$ cat config.mk
export PLATFORM = sky130hd
export DESIGN_NAME = dmg_lcd_capture
export DESIGN_NICKNAME = d
export VERILOG_FILES = /design/src/rtl/dmg_lcd_capture.sv
export SDC_FILE = /design/constraint.sdc
export NUM_CORES = 1
export LEC_CHECK = 0
export CORE_UTILIZATION = 46
export CTS_BUF_LIST = sky130_fd_sc_hd__clkbuf_4 sky130_fd_sc_hd__clkbuf_8
export DETAILED_ROUTE_END_ITERATION = 8
export PLACE_DENSITY = 0.61
export SYNTH_ARGS = -nofsm -noshare
export SYNTH_HDL_FRONTEND = slang
export SYNTH_SLANG_ARGS = --single-unit
$ cat constraint.sdc
create_clock -name clk -period 4.4 [get_ports clk]
set_input_delay 1.32 -clock clk [delete_from_list [all_inputs] [get_ports clk]]
set_output_delay 1.32 -clock clk [all_outputs]
set_load 0.02 [all_outputs]
$ cat src/rtl/dmg_lcd_capture.sv
// DMG LCD panel bus receiver: oversamples the LCD pins, tracks (x, y) from
// cp/cpl/s edges and queues tagged 2-bit pixels into a FWFT valid/ready FIFO.
module dmg_lcd_capture #(
    parameter int WIDTH       = 160,
    parameter int HEIGHT      = 144,
    parameter int FIFO_DEPTH  = 8,
    parameter int SYNC_STAGES = 2
) (
    input  logic                          clk,
    input  logic                          n_res,
    input  logic                          s,
    input  logic                          cp,
    input  logic                          cpl,
    input  logic                          st,
    input  logic                          fr,
    input  logic                          ld0,
    input  logic                          ld1,
    input  logic                          clr,
    output logic                          pix_valid,
    input  logic                          pix_ready,
    output logic [1:0]                    pix_data,
    output logic [7:0]                    pix_x,
    output logic [7:0]                    pix_y,
    output logic                          pix_sof,
    output logic                          pix_eol,
    output logic                          frame_done,
    output logic                          ovf,
    output logic                          err_len,
    output logic [$clog2(FIFO_DEPTH):0]   fill
);

    localparam int AW = $clog2(FIFO_DEPTH);
    localparam logic [7:0] W8 = 8'(WIDTH);
    localparam logic [7:0] H8 = 8'(HEIGHT);
    localparam logic [AW:0] DEPTH_C = (AW+1)'(FIFO_DEPTH);

    typedef enum logic {IDLE, ACTIVE} state_t;

    // bit order: {ld1, ld0, fr, st, cpl, cp, s}
    logic [6:0] raw;
    logic [6:0] sync_q [SYNC_STAGES];
    logic [6:0] syn;
    logic [2:0] prev_q;
    logic       sync_unused;

    assign raw = {ld1, ld0, fr, st, cpl, cp, s};
    assign syn = sync_q[SYNC_STAGES-1];
    assign sync_unused = ^syn[4:3];

    always_ff @(posedge clk or negedge n_res) begin
        if (!n_res) begin
            for (int unsigned i = 0; i < SYNC_STAGES; i++) sync_q[i] <= '0;
            prev_q <= '0;
        end else begin
            sync_q[0] <= raw;
            for (int unsigned i = 1; i < SYNC_STAGES; i++) sync_q[i] <= sync_q[i-1];
            prev_q <= syn[2:0];
        end
    end

    logic s_rise, pix_ev, line_ev;
    assign s_rise  =  syn[0] & ~prev_q[0];
    assign pix_ev  = ~syn[1] &  prev_q[1];
    assign line_ev =  syn[2] & ~prev_q[2];

    state_t      state_q, state_d;
    logic [7:0]  x_q, x_d, y_q, y_d;
    logic        sof_q, sof_d;
    logic        push_req, err_ev, frame_d;
    logic [19:0] push_entry;

    // s_rise, pix and line are applied in that order, each seeing the previous result
    always_comb begin
        state_d    = state_q;
        x_d        = x_q;
        y_d        = y_q;
        sof_d      = sof_q;
        push_req   = 1'b0;
        push_entry = '0;
        err_ev     = 1'b0;
        frame_d    = 1'b0;
        if (s_rise) begin
            state_d = ACTIVE;
            x_d     = '0;
            y_d     = '0;
            sof_d   = 1'b1;
        end
        if (pix_ev && state_d == ACTIVE) begin
            if (x_d < W8) begin
                push_req   = 1'b1;
                push_entry = {syn[6:5], x_d, y_d, sof_d, x_d == W8 - 8'd1};
                x_d        = x_d + 8'd1;
                sof_d      = 1'b0;
            end else begin
                err_ev = 1'b1;
            end
        end
        if (line_ev && state_d == ACTIVE) begin
            if (x_d != W8) err_ev = 1'b1;
            x_d = '0;
            y_d = y_d + 8'd1;
            if (y_d == H8) begin
                frame_d = 1'b1;
                state_d = IDLE;
                y_d     = '0;
            end
        end
    end

    always_ff @(posedge clk or negedge n_res) begin
        if (!n_res) begin
            state_q    <= IDLE;
            x_q        <= '0;
            y_q        <= '0;
            sof_q      <= 1'b0;
            frame_done <= 1'b0;
        end else begin
            state_q    <= state_d;
            x_q        <= x_d;
            y_q        <= y_d;
            sof_q      <= sof_d;
            frame_done <= frame_d;
        end
    end

    logic [19:0]   mem [FIFO_DEPTH];
    logic [AW-1:0] wr_q, rd_q;
    logic [AW:0]   cnt_q;
    logic          pop, push, drop;
    logic [19:0]   head;

    assign pix_valid = (cnt_q != '0);
    assign pop       = pix_valid & pix_ready;
    assign push      = push_req & ((cnt_q < DEPTH_C) | pop);
    assign drop      = push_req & ~push;
    assign fill      = cnt_q;

    always_ff @(posedge clk or negedge n_res) begin
        if (!n_res) begin
            wr_q    <= '0;
            rd_q    <= '0;
            cnt_q   <= '0;
            ovf     <= 1'b0;
            err_len <= 1'b0;
        end else begin
            if (push) wr_q <= wr_q + AW'(1);
            if (pop)  rd_q <= rd_q + AW'(1);
            case ({push, pop})
                2'b10:   cnt_q <= cnt_q + (AW+1)'(1);
                2'b01:   cnt_q <= cnt_q - (AW+1)'(1);
                default: cnt_q <= cnt_q;
            endcase
            // a new error in the clr cycle wins
            ovf     <= (ovf & ~clr) | drop;
            err_len <= (err_len & ~clr) | err_ev;
        end
    end

    always_ff @(posedge clk) begin
        if (push) mem[wr_q] <= push_entry;
    end

    // outputs read zero whenever the FIFO is empty, including straight out of reset
    assign head = pix_valid ? mem[rd_q] : '0;
    assign {pix_data, pix_x, pix_y, pix_sof, pix_eol} = head;

endmodule

# [Yosys cells after proc, flatten, opt, wreduce, memory -nomap -nowiden]
# Memories as Yosys holds them, arrays and structs flattened.
# Index checks and enable logic that the tools add are counted.
[classes] n_lt_le_gt_ge=2 n_addsub=6 n_reduce_logical=4 n_mux=27 n_bitwise=16 n_eq_ne=5
[ops] op="two-way mux 20 bit" n=3
[ops] op="two-way mux 8 bit" n=7
[ops] op="adder 8 x 1 -> 8 bit, second input constant" n=2
[ops] op="equality test 8 bit, second input constant" n=2
[ops] op="two-way mux 1 bit" n=16
[ops] op="AND 1 bit" n=8
[ops] op="< comparator 8 bit, second input constant" n=1
[ops] op="inequality test 8 bit, second input constant" n=1
[ops] op="one-hot mux 4 bit (2 select lines)" n=1
[ops] op="adder 3 x 1 -> 3 bit, second input constant" n=2
[ops] op="NOT 1 bit" n=5
[ops] op="adder 4 x 1 -> 4 bit, second input constant" n=1
[ops] op="< comparator 4 bit, second input constant" n=1
[ops] op="nonzero test 4 bit" n=1
[ops] op="subtractor 4 x 1 -> 4 bit, second input constant" n=1
[ops] op="bitwise OR 1 bit" n=3
[ops] op="equality test 2 x 1 -> 1 bit, second input constant" n=1
[ops] op="equality test 2 bit, second input constant" n=1
[ops] op="logical AND 1 bit" n=2
[ops] op="nonzero test 2 bit" n=1
[totals] out_inout_bits=28 mem_count=1 ramBits=160 register_bits=48 input_bits=11
[mem_list] memory="mem" words=8 width=20 read_ports=1 rd_clocked_by_memory_dff=0 write_ports=1 line_no="126" rtl="logic [19:0] mem [FIFO_DEPTH];"

# [Depth between registers and ports, before layout]
# Gate-level depths: netlist (run 1).
[depth] word_depth=10 ltp_mapped=12

# [Worst setup path before layout (run 1)]
# Ideal clock, no wire load.
[synth_timing] kind="input to register" startpoint="in pix_ready" endpoint="mem mem[2][0], enable pin" cell_stages=4 arrival_time_ps=3859 setup_slack_ps=86 path_buffers=0 setup_ps=455 cell_sequence="inv_1 a21oi_4 inv_2 nor4b_1"
[synth_via] elab_chain_len=5
[synth_rtl] item="start: declaration" line_no="20" rtl="input logic pix_ready,"
[synth_rtl] item="AND 1 bit" line_no="133" rtl="assign pop = pix_valid & pix_ready;"
[synth_rtl] item="bitwise OR 1 bit" line_no="134" rtl="assign push = push_req & ((cnt_q < DEPTH_C) | pop);"
[synth_rtl] item="AND 1 bit" line_no="134"
[synth_rtl] item="two-way mux 1 bit" line_no="160" rtl="if (push) mem[wr_q] <= push_entry;"
[synth_rtl] item="two-way mux 1 bit (not written as such)" line_no="160"
[synth_rtl] item="end: declaration" line_no="126"
# No other way between the ends.

# [Worst setup path in the final report (run 1)]
[layout_timing] startpoint="reg rd_q[1]" endpoint="out pix_x[4]"
[layout_via] elab_chain_len=2
[layout_rtl] item="start: declaration" line_no="127" rtl="logic [AW-1:0] wr_q, rd_q;"
[layout_rtl] item="start signal: assignment" line_no="147" rtl="if (pop) rd_q <= rd_q + AW'(1);"
[layout_rtl] item="memory (8 x 20 bit)"
[layout_rtl] item="two-way mux 20 bit" line_no="164" rtl="assign head = pix_valid ? mem[rd_q] : '0;"
[layout_rtl] item="end: declaration" line_no="22" rtl="output logic [7:0] pix_x,"
# No other way between the ends.

==> key figures, run 1 <==
Yosys
  • FF+latch count, synth: 204
  • Syn. warnings: 0
  • Synth area leaders: edfxtp_1, dfrtp_1, mux4_2
  • Post-synthesis sequential area ratio: 70.4%
  • Ys flop type: edfxtp_1
  • Netlist cell types: 50
  • Syn_nets: 516
  • Post-Syn Area per Cell: 16.8 um2
  • Share of the synthesized area in the top cell type: 57.3%
  • Cells after synthesis: 498
  • Syn Std Cell Area: 8390 um2
  • EDFF count, synth: 160
  • Ys async rst share: 21.6%
  • Yosys top cell by area: edfxtp_1

Routing
  • DR WL/cell: 19.5 um
  • Vias: 4463
  • # DRC: 0
  • Via-to-Cell Ratio: 5.43
  • Iteration-0 DRC Markers: 252
  • ANT nets after route: 0
  • Drt first pass iters: 4
  • DRT Wirelength: 16000 um

Setup path
  • Flop2flop setup slack: 1.68 ns
  • Worst Setup EP: pix_x[4]
  • CP max FO: 18
  • Arr. time, crit path: 2.80 ns
  • Crit. Startpoint: rd_q[1]
  • Worst reg2reg path depth: 9
  • Crit end category: output port
  • Startpoint types: register
  • Slowest CP cell: dfrtp_1
  • R2r endpoint: y_q[0]
  • WS Path Type: register to output port
  • Critical R2R Launch: syn[0]
  • Max incr delay on CP: 0.92 ns
  • Crit path cell chain: buf_4 > mux4_2 > mux2i_1 > nor2_1 > clkdlybuf4s50_1
  • Req. time, crit path: 3.08 ns

GRT
  • First-pass GRT wire length: 25300 um
  • Final global-route overflow total: 0
  • Gr usage total: 18.5%
  • Largest net degree at the start of global routing: 45
  • Initial antenna violation count: 0
  • Vias in the first global route: 4605

Final layout
  • Fillers: 1459
  • # diodes: 0
  • Share of cells above drive strength 1: 23.4%
  • Fin area: 9850 um2
  • Nets@finish: 585
  • Synth-to-Final Area Change: 17.4%

STA
  • Max-slew violation count: 0
  • Peak Freq: 0.242 GHz
  • Final Setup Violations: 0
  • Setup TNS: 0 ns
  • RSZ-0062 raised after global routing: no
  • Max Clock Skew: 0.0115 ns
  • Fin crit period: 4.12 ns
  • Hold_ws: 0.352 ns
  • Final Cycle Share: 93.7%
  • Slew headroom: 34.8%
  • Worst Tran Pin Value: 0.978 ns
  • Final hold viol count: 0

CTS
  • CTS tree: yes
  • Root buf cell: clkbuf_8
  • Clock slew at reported path FFs: 0.06 ns
  • Postcts setup bufs: 0
  • Num CTS Buffers: 34
  • Clock latency on the worst-skew pair: 0.50 ns
  • Clock sinks: 204
  • PostCTS Resize Cnt: 0
  • H-tree levels: 2
  • Hold-fix buffers, CTS: 0
  • Max Root-Sink Buffers: 3

Run status
  • Status: finished clean

Placement
  • Final HPWL DP: 9610 um
  • Area after DPL: 9150 um2
  • Routability Congestion: 0.775
  • Port buffer count: 36

Hold path
  • Worst hold path type: register to register

Floorplan
  • Top Ports: 39
  • Row Count: 49
  • Initial cell density of the core: 46.9%
  • Die height: 137 um
  • Die Area: 18800 um2
  • Core Box Area: 17900 um2
  • Chip width: 137 um

Power and ir drop
  • Power density cells: 584 nW/um2
  • VDD IR max: 0.357 mV
  • LEAKAGE: 0.00360 uW

Run
  • Max cap viols: 0
routing by layer:
| metal | GRT usage (%) | routed length (um) |
|---|---|---|
| met4 | 5.80 | 283 |
| met5 | 0 | 0 |
| met1 | 24.0 | 6810 |
| met3 | 4.44 | 967 |
| met2 | 30.8 | 7980 |
cells in the final DEF, fill, tap and decap left out, types with 7 or more instances in the layout:
cell type and n:
and2_1 15, xor2_1 10, dfrtp_1 43, xnor2_1 11
mux4_2 40, buf_4 18, clkbuf_4 14, nand2_1 27
edfxtp_1 160, clkbuf_8 38, a21oi_1 7, inv_1 11
ha_1 7, mux2i_1 21, clkdlybuf4s50_1 35, nor2_1 49
logic make-up after synthesis:
logic type                 after synthesis  synth area share [%]
muxes                                   63                  13.5
AOI/OAI and AO/OA                       29                  2.64
adders and majority gates                7                  1.04
xor gates and xnor gates                21                  2.19
DFF                                    204                  70.4
buffers and inverters                   35                  1.74
and+or+nand+nor                        139                  8.48
per-stage QoR:
step | worst slack, ns | utilization (%) | std cells | total power (uW)
final | 0.275 | 55.0 | 822 | 5760
after global routing | 0.111 | 55.0 | 822 | 6070
after CTS | 0.192 | 55.0 | 822 | 5850
after detailed placement | 0.766 | 51.1 | 760 | 4170
after global placement | 0.787 | 51.1 | 760 | 4140
after floorplan | 0.0856 | - | 498 | 3480
cells in the mapped netlist, drive strengths merged (4+ instances only):
master	count
dfrtp	44
edfxtp	160
mux2i	21
and3	4
buf	11
nand2	27
mux4	40
nor2b	5
nand4	4
and2	15
nor3	9
clkbuf	12
inv	12
a21oi	8
xnor2	11
xor2	10
nor4	6
nand3	5
nor2	50
ha	7
registers in the layout (all words and copies together), names as in the netlist:
name / flops
wr_q: 3
prev_q: 3
x_q: 8
err_len: 1
mem: 160
syn: 5
state_q: 1
fill: 4
y_q: 8
ovf: 1
rd_q: 3
sync_q: 5
sof_q: 1
frame_done: 1
power breakdown:
group | internal, uW | switching (uW)
Clock | 970 | 692
Combinational | 879 | 798
Sequential | 2210 | 204
Total | 4060 | 1690
worst min path at each step:
stage          slack, ns  startpoint  cells past startpoint  endpoint
2_1_floorplan       0.33   sync_q[7]                      0    syn[0]
3_3_place_gp        0.33  sync_q[13]                      0    syn[6]
3_5_place_dp        0.34  sync_q[13]                      0    syn[6]
4_1_cts             0.36  sync_q[13]                      0    syn[6]
5_1_grt             0.36  sync_q[13]                      0    syn[6]
6_report            0.35  sync_q[13]                      0    syn[6]
worst max-delay path, delay by kind of cell, from the launching register on:
family                 cells  cell delay [ns]
DFF                        1             0.92
and+or+nand+nor            1             0.06
buffers and inverters      2             0.85
muxes                      2             0.47
area by class of cell:
| class | instances | area (um2) | area share (%) |
|---|---|---|---|
| Timing Repair Buffer | 56 | 531 | 5.38 |
| Inverter | 12 | 45.0 | 0.457 |
| Clock buffer | 52 | 628 | 6.37 |
| Multi-Input combinational cell | 259 | 2380 | 24.2 |
| Clock inverter | 10 | 71.3 | 0.724 |
| Tap cell | 229 | 287 | 2.91 |
| Sequential cell | 204 | 5910 | 59.9 |
Note: power is estimated with default switching activity, not from simulation.
==> run 2, diff against run 1 <==
--- a/config.mk
+++ b/config.mk
@@ -5,10 +5,11 @@
 export SDC_FILE = /design/constraint.sdc
 export NUM_CORES = 1
 export LEC_CHECK = 0
-export CORE_UTILIZATION = 46
+export CORE_UTILIZATION = 62
 export CTS_BUF_LIST = sky130_fd_sc_hd__clkbuf_4 sky130_fd_sc_hd__clkbuf_8
+export CTS_CLUSTER_SIZE = 24
 export DETAILED_ROUTE_END_ITERATION = 8
-export PLACE_DENSITY = 0.61
+export PLACE_DENSITY = 0.8
 export SYNTH_ARGS = -nofsm -noshare
 export SYNTH_HDL_FRONTEND = slang
 export SYNTH_SLANG_ARGS = --single-unit
==> key figures, run 2 (same netlist as run 1, synthesis figures left out) <==
Run status
  • Status: finished clean

Placement
  • Routability Congestion: 0.860
  • Port buffer count: 36
  • Final HPWL DP: 8660 um
  • Worst slack at placement: 0.945 ns
  • Post-placement cell count: 701

Floorplan
  • Core Box Area: 13200 um2
  • Die Area: 14000 um2
  • Die height: 118 um
  • Row Count: 42
  • Initial cell density of the core: 63.4%
  • Chip width: 118 um
  • Top Ports: 39

GRT
  • Initial antenna violation count: 0
  • Vias in the first global route: 4611
  • Largest net degree at the start of global routing: 45
  • Gr usage total: 22.9%
  • First-pass GRT wire length: 24300 um
  • Final global-route overflow total: 0

Routing
  • Drt first pass iters: 7
  • Via-to-Cell Ratio: 5.84
  • Vias: 4435
  • # DRC: 0
  • ANT nets after route: 0
  • DRT Wirelength: 14900 um
  • Iteration-0 DRC Markers: 322
  • DR WL/cell: 19.6 um

CTS
  • PostCTS Resize Cnt: 0
  • Clock sinks: 204
  • Num CTS Buffers: 31
  • Max Root-Sink Buffers: 3
  • Root buf cell: clkbuf_8
  • CTS tree: yes
  • Clock latency on the worst-skew pair: 0.55 ns
  • H-tree levels: 1
  • Postcts setup bufs: 0
  • Hold-fix buffers, CTS: 0
  • Clock slew at reported path FFs: 0.07 ns

Final layout
  • Commonest cells after routing, fill and taps aside: edfxtp_1, nor2_1, dfrtp_1
  • Synth-to-Final Area Change: 16.1%
  • Nets@finish: 576
  • Most flops, register: mem
  • Regs by FF count: mem x160, x_q x8, y_q x8
  • Non-filler instance count after layout: 759
  • Share of cells above drive strength 1: 22.8%
  • # diodes: 0
  • Most common cell after layout, fill and taps aside: edfxtp_1
  • Max FFs per register: 160

Hold path
  • Worst hold path type: register to register

STA
  • Max-slew violation count: 0
  • Worst Tran Pin Value: 0.989 ns
  • Final hold viol count: 0
  • Fin crit period: 3.94 ns
  • Final Setup Violations: 0
  • Peak Freq: 0.254 GHz
  • Setup TNS: 0 ns
  • Worst Setup Slack, final: 0.462 ns
  • Max Clock Skew: 0.00921 ns
  • Final Cycle Share: 89.5%
  • Slew headroom: 33.5%
  • RSZ-0062 raised after global routing: no

Power and ir drop
  • Total power: 5700 uW
  • VDD IR max: 0.444 mV
  • LEAKAGE: 0.00357 uW
  • Power density cells: 585 nW/um2

Run
  • Max cap viols: 0

Setup path
  • WS Path Type: register to output port
  • CP max FO: 42
  • Startpoint types: register
  • Arr. time, crit path: 2.62 ns
  • Crit end category: output port
  • Req. time, crit path: 3.08 ns
run 2: cell count changes in the layout (fill, tap and decap cells not counted), sizes merged:
cell / before / now
clkbuf: 52 / 45
buf: 21 / 15
bufinv: 1 / 2
clkinv: 8 / 9
clkinvlp: 1 / 2
run 2: through the flow:
step | util (%) | hold WS (ns) | instance area [um2]
after detailed placement | 68.3 | 0.341 | 9040
after global placement | 68.3 | 0.332 | 9040
after CTS | 73.6 | 0.356 | 9740
after floorplan | - | 0.331 | 8390
final | 73.6 | 0.354 | 9740
after global routing | 73.6 | 0.368 | 9740
run 2: final cells by class:
cell class / count / area, um2
Inverter: 12 / 45.0
Fill cell: 805 / 3500
Clock buffer: 45 / 576
Sequential cell: 204 / 5910
Timing Repair Buffer: 50 / 485
Multi-Input combinational cell: 259 / 2380
Tap cell: 176 / 220
Clock inverter: 13 / 123
run 2: final timing paths:
kind	start	endpoint	slack [ns]	depth (start not counted)
max	rd_q[0]	pix_eol	0.46	5
min in group asynchronous	n_res	y_q[0]	0.93	1
max reg2reg	syn[0]	fill[2]	1.59	12
min	sync_q[9]	syn[2]	0.35	0
min reg2reg	sync_q[9]	syn[2]	0.35	0
max in group asynchronous	n_res	rd_q[0]	2.81	1
run 2: layer usage:
layer  routed length, um  vias up  part of all wire, %  GRT usage [%]
li1                    -     2028                    -              -
met1                6200     2241                   42           31.5
met2                7310      141                   49           37.2
met3                1050       25                  7.1           4.05
met4                 296        0                  2.0           8.57
met5                   0        -                    0              0
run 2: critical path: stages (launching register included):
cell,delay [ns]
dfrtp_2,0.37
buf_12,0.30
mux4_2,0.55
mux2i_1,0.22
nor2_1,0.07
clkdlybuf4s50_1,0.54
run 2: report_power, final:
| group | total, uW | switching (uW) | internal [uW] |
|---|---|---|---|
| Combinational | 1690 | 850 | 842 |
| Clock | 1670 | 701 | 964 |
| Sequential | 2340 | 125 | 2210 |
==> run 3, diff against run 2 <==
--- a/config.mk
+++ b/config.mk
@@ -5,11 +5,11 @@
 export SDC_FILE = /design/constraint.sdc
 export NUM_CORES = 1
 export LEC_CHECK = 0
-export CORE_UTILIZATION = 62
+export CORE_UTILIZATION = 47
 export CTS_BUF_LIST = sky130_fd_sc_hd__clkbuf_4 sky130_fd_sc_hd__clkbuf_8
 export CTS_CLUSTER_SIZE = 24
 export DETAILED_ROUTE_END_ITERATION = 8
-export PLACE_DENSITY = 0.8
+export PLACE_DENSITY = 0.63
 export SYNTH_ARGS = -nofsm -noshare
 export SYNTH_HDL_FRONTEND = slang
 export SYNTH_SLANG_ARGS = --single-unit
==> key figures, run 3 (same netlist as run 1, synthesis figures left out) <==
Routing
  • DR WL/cell: 19.4 um
  • Drt first pass iters: 5
  • ANT nets after route: 0
  • # DRC: 0
  • DRT Wirelength: 15700 um
  • Iteration-0 DRC Markers: 281
  • Vias: 4425
  • Via-to-Cell Ratio: 5.47

CTS
  • H-tree levels: 1
  • Num CTS Buffers: 31
  • PostCTS Resize Cnt: 0
  • Max Root-Sink Buffers: 3
  • Postcts setup bufs: 0
  • Root buf cell: clkbuf_8
  • Clock slew at reported path FFs: 0.06 ns
  • Hold-fix buffers, CTS: 0
  • Clock latency on the worst-skew pair: 0.56 ns
  • Clock sinks: 204
  • CTS tree: yes

Power and ir drop
  • Comb pwr share: 30.3%
  • Part of the power in the clock network: 27.6%
  • Power density cells: 575 nW/um2
  • Psw: 1670 uW
  • Sw frac: 29.8%
  • VDD IR max: 0.338 mV
  • Total power: 5610 uW
  • Seq pwr share: 42.1%
  • Int Power: 3940 uW
  • LEAKAGE: 0.00356 uW

GRT
  • Gr usage total: 18.1%
  • Largest net degree at the start of global routing: 45
  • Initial antenna violation count: 0
  • First-pass GRT wire length: 25000 um
  • Final global-route overflow total: 0
  • Vias in the first global route: 4555

Floorplan
  • Core Box Area: 17400 um2
  • Initial cell density of the core: 48.3%
  • Chip width: 136 um
  • Die Area: 18400 um2
  • Top Ports: 39
  • Die height: 136 um
  • Row Count: 48

Setup path
  • Largest delay contributor family on the critical path: buffers and inverters
  • Max incr delay on CP: 0.63 ns
  • Critical R2R Launch: prev_q[0]
  • Slowest CP cell: dfrtp_2
  • Crit. Startpoint: rd_q[0]
  • Crit path cell chain: buf_4 > mux4_2 > mux2i_1 > nor2_1 > clkdlybuf4s50_1
  • Crit end category: output port
  • CP bufs+invs: 2
  • Req. time, crit path: 3.08 ns
  • Startpoint types: register
  • WS Path Type: register to output port
  • Arr. time, crit path: 2.87 ns
  • CP max FO: 13

Placement
  • Final HPWL DP: 9050 um
  • Routability Congestion: 0.815
  • Port buffer count: 36

Final layout
  • Fillers: 1368
  • Regs by FF count: mem x160, x_q x8, y_q x8
  • Max FFs per register: 160
  • Seq. cell area: 5910 um2
  • Share of cells above drive strength 1: 22.9%
  • Multi-input gate area: 2380 um2
  • Commonest cells after routing, fill and taps aside: edfxtp_1, nor2_1, dfrtp_1
  • Nets@finish: 577
  • Most flops, register: mem
  • # diodes: 0
  • Synth-to-Final Area Change: 16.3%
  • Most common cell after layout, fill and taps aside: edfxtp_1

STA
  • RSZ-0062 raised after global routing: no
  • Final Cycle Share: 95.2%
  • Final hold viol count: 0
  • Max-slew violation count: 0
  • Setup TNS: 0 ns
  • Slew headroom: 32.9%
  • Fin crit period: 4.19 ns
  • Peak Freq: 0.239 GHz
  • Max Clock Skew: 0.0156 ns
  • Final Setup Violations: 0
  • Worst Tran Pin Value: 0.998 ns

Run
  • Max cap viols: 0

Hold path
  • Worst hold path type: register to register
  • Hold_sp: sync_q[13]

Run status
  • Status: finished clean
==> run 3: metrics by stage <==
step | hold WS [ns] | cells | setup WS (ns) | area, um2 | utilization, %
final | 0.347 | 809 | 0.212 | 9750 | 56.2
after floorplan | 0.331 | 498 | 0.0856 | 8390 | -
after CTS | 0.350 | 809 | 0.103 | 9750 | 56.2
after global routing | 0.362 | 809 | 0.0217 | 9750 | 56.2
after global placement | 0.332 | 751 | 0.724 | 9110 | 52.5
after detailed placement | 0.336 | 751 | 0.726 | 9110 | 52.5
==> run 3: area by class of cell <==
class,instances,area share (%)
sequential,204,60.6
inverter,12,0.462
clock buffer,53,6.32
tap,225,2.89
multi-input combinational,259,24.4
clock inverter,5,0.269
timing repair buffer,51,5.05
==> run 3: final timing paths <==
| kind | endpoint | slack (ns) | cells after the start |
|---|---|---|---|
| max | pix_x[4] | 0.21 | 5 |
| min | syn[6] | 0.35 | 0 |
| max reg2reg | y_q[1] | 1.54 | 9 |
| min reg2reg | syn[6] | 0.35 | 0 |
| max in group asynchronous | rd_q[0] | 2.81 | 1 |
| min in group asynchronous | frame_done | 0.93 | 1 |
==> run 3: per-layer routing <==
metal	vias up	track usage, %	share of wire [%]
met5	-	0	0
met4	0	6.80	2.2
met3	30	3.03	5.7
met2	117	28.2	47
met1	2244	25.6	45
li1	2034	-	-
==> run 3: power by group through the flow <==
stage | combinational (uW) | sequential (uW) | clock [uW]
final | 1700 | 2360 | 1550
after floorplan | 1130 | 2350 | 0
after global placement | 1710 | 2390 | 0
after global routing | 1840 | 2380 | 1670
after detailed placement | 1730 | 2400 | 0
after CTS | 1740 | 2360 | 1590
